`src/rtl/typing_round_ctrl.sv`:
```
// typing_round_ctrl
// Round controller for a PS/2 digit-typing reaction game. Each round picks a
// pseudo-random digit from a free-running LFSR, shows it on the 7-segment
// display and waits for the player to type it. A correct make code scores a
// hit; a wrong make code or running out of time scores a miss. After the
// result has been shown for a while the next round starts, until ROUNDS rounds
// have been played.
//
// Ports
//   clk        : single clock (50 MHz domain shared with the PS/2 receiver)
//   rst_n      : synchronous active-low reset
//   start      : one-cycle pulse, begins a game from IDLE or DONE
//   keycode    : last two PS/2 bytes, [7:0] is the newest
//   key_valid  : one-cycle pulse when keycode updates
//   disp_value : four hex nibbles for the 7-segment driver
//   hit        : one-cycle pulse on a correct key
//   miss       : one-cycle pulse on a wrong key or timeout
//   score      : hits in the current/last game
//   done       : high while the game is over

module typing_round_ctrl #(
  parameter int unsigned ROUNDS         = 10,
  parameter int unsigned TIMEOUT_CYCLES = 50_000_000,
  parameter int unsigned RESULT_CYCLES  = 25_000_000,
  parameter logic [15:0] LFSR_SEED      = 16'hACE1
) (
  input  logic        clk,
  input  logic        rst_n,
  input  logic        start,
  input  logic [15:0] keycode,
  input  logic        key_valid,
  output logic [15:0] disp_value,
  output logic        hit,
  output logic        miss,
  output logic [7:0]  score,
  output logic        done
);

  typedef enum logic [2:0] {
    IDLE,
    PICK,
    WAIT_KEY,
    RESULT,
    DONE
  } state_t;

  state_t      state;
  state_t      state_next;
  logic [15:0] lfsr;
  logic [15:0] lfsr_next;
  logic [3:0]  target;
  logic [3:0]  pick_target;
  logic [7:0]  round;
  logic [31:0] wait_cnt;
  logic [31:0] hold_cnt;
  logic        armed;
  logic        last_hit;

  logic        is_make;
  logic        is_release;
  logic        accepted;
  logic        code_match;
  logic        timed_out;
  logic        hold_over;
  logic        last_round;

  // Set-2 make codes of the digit keys on the main row.
  function automatic logic [7:0] digit_code(input logic [3:0] d);
    logic [7:0] code;
    code = 8'h00;
    case (d)
      4'd0: code = 8'h45;
      4'd1: code = 8'h16;
      4'd2: code = 8'h1E;
      4'd3: code = 8'h26;
      4'd4: code = 8'h25;
      4'd5: code = 8'h2E;
      4'd6: code = 8'h36;
      4'd7: code = 8'h3D;
      4'd8: code = 8'h3E;
      4'd9: code = 8'h46;
      default: code = 8'h00;
    endcase
    return code;
  endfunction

  // A byte pair containing F0 in either slot is part of a break sequence, so
  // only pairs free of F0 count as fresh key presses.
  assign is_make    = key_valid && (keycode[7:0] != 8'hF0) && (keycode[15:8] != 8'hF0);
  assign is_release = key_valid && !is_make;
  assign accepted   = is_make && armed && (state == WAIT_KEY);
  assign code_match = (keycode[7:0] == digit_code(target));
  assign timed_out  = (wait_cnt == 32'(TIMEOUT_CYCLES - 1));
  assign hold_over  = (hold_cnt == 32'(RESULT_CYCLES - 1));
  assign last_round = ((round + 8'd1) == 8'(ROUNDS));

  // Fold the 0..15 LFSR nibble into 0..9 (10..15 map onto 0..5).
  assign pick_target = (lfsr[3:0] < 4'd10) ? lfsr[3:0] : (lfsr[3:0] - 4'd10);

  // Right-shifting Galois LFSR for x^16+x^14+x^13+x^11.
  assign lfsr_next = {1'b0, lfsr[15:1]} ^ (lfsr[0] ? 16'hB400 : 16'h0000);

  // Next-state logic. An accepted make takes priority over a timeout in the
  // same cycle because both simply lead to RESULT; the judging is elsewhere.
  always_comb begin
    state_next = state;
    case (state)
      IDLE, DONE: if (start) state_next = PICK;
      PICK:       state_next = WAIT_KEY;
      WAIT_KEY:   if (accepted || timed_out) state_next = RESULT;
      RESULT:     if (hold_over) state_next = last_round ? DONE : PICK;
      default:    state_next = IDLE;
    endcase
  end

  // Game datapath: target latch, timers, round/score bookkeeping and the
  // registered hit/miss pulses raised on the edge into RESULT.
  always_ff @(posedge clk) begin
    if (!rst_n) begin
      state    <= IDLE;
      lfsr     <= LFSR_SEED;
      target   <= 4'd0;
      round    <= 8'd0;
      score    <= 8'd0;
      wait_cnt <= 32'd0;
      hold_cnt <= 32'd0;
      hit      <= 1'b0;
      miss     <= 1'b0;
      last_hit <= 1'b0;
    end else begin
      state <= state_next;
      lfsr  <= lfsr_next;
      hit   <= 1'b0;
      miss  <= 1'b0;
      case (state)
        IDLE, DONE: begin
          if (start) begin
            score <= 8'd0;
            round <= 8'd0;
          end
        end
        PICK: begin
          target   <= pick_target;
          wait_cnt <= 32'd0;
        end
        WAIT_KEY: begin
          if (accepted) begin
            hit      <= code_match;
            miss     <= !code_match;
            last_hit <= code_match;
            hold_cnt <= 32'd0;
            if (code_match && (score != 8'hFF)) score <= score + 8'd1;
          end else if (timed_out) begin
            miss     <= 1'b1;
            last_hit <= 1'b0;
            hold_cnt <= 32'd0;
          end else begin
            wait_cnt <= wait_cnt + 32'd1;
          end
        end
        RESULT: begin
          if (hold_over) round <= round + 8'd1;
          else           hold_cnt <= hold_cnt + 32'd1;
        end
        default: ;
      endcase
    end
  end

  // Typematic filter: a held key keeps resending its make code, so a make is
  // only taken once per press. Releases and the start of every round re-arm.
  always_ff @(posedge clk) begin
    if (!rst_n) begin
      armed <= 1'b1;
    end else if ((state_next == PICK && state != PICK) || is_release) begin
      armed <= 1'b1;
    end else if (accepted) begin
      armed <= 1'b0;
    end
  end

  // Display mux. During PICK the freshly folded LFSR digit is shown so the
  // display never flashes the previous round's target.
  always_comb begin
    disp_value = 16'h0000;
    case (state)
      IDLE:     disp_value = 16'h0000;
      PICK:     disp_value = {pick_target, round[3:0], score};
      WAIT_KEY: disp_value = {target, round[3:0], score};
      RESULT:   disp_value = {(last_hit ? 4'hA : 4'hE), round[3:0], score};
      DONE:     disp_value = {8'h00, score};
      default:  disp_value = 16'h0000;
    endcase
  end

  assign done = (state == DONE);

endmodule
```
`config.mk`:
```
export PLATFORM = sky130hd
export DESIGN_NAME = typing_round_ctrl
export DESIGN_NICKNAME = d
export VERILOG_FILES = /design/src/rtl/typing_round_ctrl.sv
export SDC_FILE = /design/constraint.sdc
export NUM_CORES = 1
export LEC_CHECK = 0
export ABC_AREA = 1
export BUFFER_PORTS_ARGS = -buffer_cell sky130_fd_sc_hd__buf_2
export CORE_MARGIN = 3
export CORE_UTILIZATION = 55
export CTS_CLUSTER_SIZE = 10
export DETAILED_ROUTE_END_ITERATION = 16
export PLACE_DENSITY = 0.76
export SYNTH_ARGS = -nofsm -noshare
export SYNTH_HDL_FRONTEND = slang
export SYNTH_SLANG_ARGS = --single-unit
```
`constraint.sdc`:
```
create_clock -name clk -period 2 [get_ports clk]
set_clock_uncertainty 0.1 [all_clocks]
set_input_delay 0.1 -clock clk [delete_from_list [all_inputs] [get_ports clk]]
set_output_delay 0.1 -clock clk [all_outputs]
set_load 0.01 [all_outputs]
```
==> metrics.txt <==
run status=finished with violations; failing checks=hold timing, setup timing; Post-Synthesis Cells=about 1200; Final WS setup=-0.0327 ns; hold path depth=3; initial antenna violation count=0; routed vias/inst=5.28; Starting DRT DRC Count=700; Final Critical Period=2.03 ns; Worst Reg-to-Reg Cells=11; CP arrival=about 1.8 ns; Post-Place Worst Slack=between 0.07 and 0.08 ns; final period utilization=102%; synth unique cells=32; overflow left after global routing=0; Initial Util=between 50% and 60%; largest net degree at the start of global routing=60; clk root buf=clkbuf_16; Fmax=roughly 0.5 GHz; Nets=between 1000 and 1500; commonest cells after routing, fill and taps aside=nand2_1 (437), nor2_1 (203), inv_1 (114), dfxtp_1 (105), nand3_1 (89); RSZ-0062 raised after global routing=true; CP Class=flop to primary output; Post-Syn Area=7260 um^2; sequential cell area fraction in the yosys report=31.4%; share of layout cells above drive strength 1=16.3%; crit path cell chain=buf_6 -> nor3_4 -> inv_2 -> buf_12 -> nand4_1 -> inv_4 -> nor2_2 -> buf_2; Hold Path Class=primary input to flop; cts bufs inserted=17; most common cell after layout, fill and taps aside=nand2_1; CTS Buffer Depth=2; Max-Slew Margin vs Limit=between 50% and 60%; FILL cells=1103; post-synthesis net count=1270; post-place instance area=a little under 8000 um^2; Buffers on Ports=46; die height=121 um; slowest cell on the critical path=dfxtp_2; flop and latch count out of synthesis=around 110; wire per inst=approximately 14 um; cell type with the largest total area after synthesis=dfxtp_1; final hold viol count=1; pwr/cell area=between 700 and 800 nW/um^2; CP Launch Type=flop; final wirelength=approximately 21 mm; clock-pin slew on the worst setup and hold paths=approximately 0.06 ns; Setup Total Neg Slack=-0.0327 ns; delay-heaviest family, CP=buffers and inverters; Lkg Pwr=between 3 and 4 nW; DRT antenna net count=0; total track usage=between 20% and 30%; Finished Core Util=a little over two thirds; Max stage delay on crit path=roughly 0.32 ns; critical-path maximum fanout=8; Cell Count, Final, Fillers Out=about 1500; vias in the first global route=around 7000; Levels on crit path=8; routability cong.=0.994; DP HPWL=between 10 and 15 mm; H-Tree Depth=4; DRC errors left=0; Area Overhead vs Synth=22.8%; DP Cell Count=1465; synthesis warning total=0; Rows=just over 40; total power=6.64 mW; CTS tree=built; first-pass GRT wire length=about 33 mm; Max rail drop VDD=around 0.8 mV; top cell type's share of synthesized area=between 30% and 40%; WP buf/inv=5; Die ar.=14600 um^2; n_diodes=0; DR vias=approximately 8000; Slew Viols, Final=0; Synth area leaders=dfxtp_1 (31%), nand2_1 (23%), nor2_1 (11%); design area=8910 um^2; I/O pins=47; Skew-Pair Late Insertion Delay=about 0.43 ns; syn avg cell area=5.86 um^2; critical path endpoint category=primary output; Required @ worst endpoint=1.80 ns; maxcap violations=0; iteration count of the initial detailed-routing pass=6; core area=~13000 um^2; hold slack=-0.00231 ns; Worst-Margin Slew=roughly 0.67 ns; # setup viols final=1; die width=between 100 and 150 um; total clock sinks=approximately 110
-- state kept, by name (all words and copies together) (netlist names), named ones only --
| register | flops |
|---|---|
| round | 8 |
| score | 8 |
| armed | 1 |
| lfsr | 16 |
| hit | 1 |
| miss | 1 |
| last_hit | 1 |
| state | 3 |
| target | 4 |
| hold_cnt | 32 |
| wait_cnt | 32 |
-- timing repair --
action | in CTS | in global routing
buffers inserted | 4 | 11
endpoints found under the setup margin | 10 | 87
hold buffers | 2 | 0
pin swaps | 2 | 11
gates resized for setup | 10 | 52
cloned | 1 | 4
endpoints found under the hold margin | 2 | 0
-- per-layer routing --
metal	share of wire (%)	up-vias	GRT usage (%)
met1	44	3590	38.2
met3	7.5	37	5.64
li1	-	4075	-
met2	47	310	43.6
met4	1.8	0	7.86
met5	0	-	0
-- cell type report --
type | instances | area (um^2) | area share [%]
multi-input combinational | 968 | 4510 | 50.6
timing repair buffer | 108 | 850 | 9.53
tap | 172 | 215 | 2.41
inverter | 124 | 468 | 5.25
sequential | 114 | 2290 | 25.7
clock buffer | 19 | 453 | 5.08
clock inverter | 13 | 128 | 1.43
-- final timing paths --
kind | from | slack [ns] | to
setup / recovery | state[2] | -0.03 | disp_value[1]
hold reg to reg | lfsr[8] | 0.31 | lfsr[7]
setup reg to reg | state[1] | 0.08 | flop
hold / removal | rst_n | -0.002 | lfsr[0]
-- worst min-delay path, delay by kind of cell --
kind	cells	cell delay, ns
buffers and inverters	2	0.31
AND/OR/NAND/NOR	1	0.09
-- synthesized netlist by cell type (all sizes together) --
| library cell | count |
|---|---|
| ha | 11 |
| nand2 | 449 |
| o21a | 1 |
| nand3 | 97 |
| o21ai | 20 |
| xnor2 | 12 |
| nand4 | 12 |
| xor2 | 11 |
| nor3 | 17 |
| o211ai | 4 |
| buf | 16 |
| nor2 | 225 |
| a21oi | 89 |
| clkbuf | 17 |
| nor3b | 4 |
| inv | 124 |
| dfxtp | 114 |
| or2 | 12 |
| o21bai | 4 |
-- power breakdown --
part | total (mW) | leakage (nW) | switching [mW] | internal [mW]
combinational | 1.26 | 2.27 | 0.773 | 0.491
clock | 2.96 | 0.277 | 1.17 | 1.79
sequential | 2.42 | 0.930 | 0.0514 | 2.37
total | 6.64 | 3.47 | 1.99 | 4.65
-- kinds of logic (layout without fill, tap and decap cells) --
group           after synthesis  count (layout)  synth area share, %
simple gates                816             816                 46.4
buf+inv                     157             264                 8.76
compound gates              118             118                 8.71
flops                       114             114                 31.4
xor+xnor                     23              23                 2.78
fa+ha+maj                    11              11                 1.90
(Power assumes the default switching activity.)
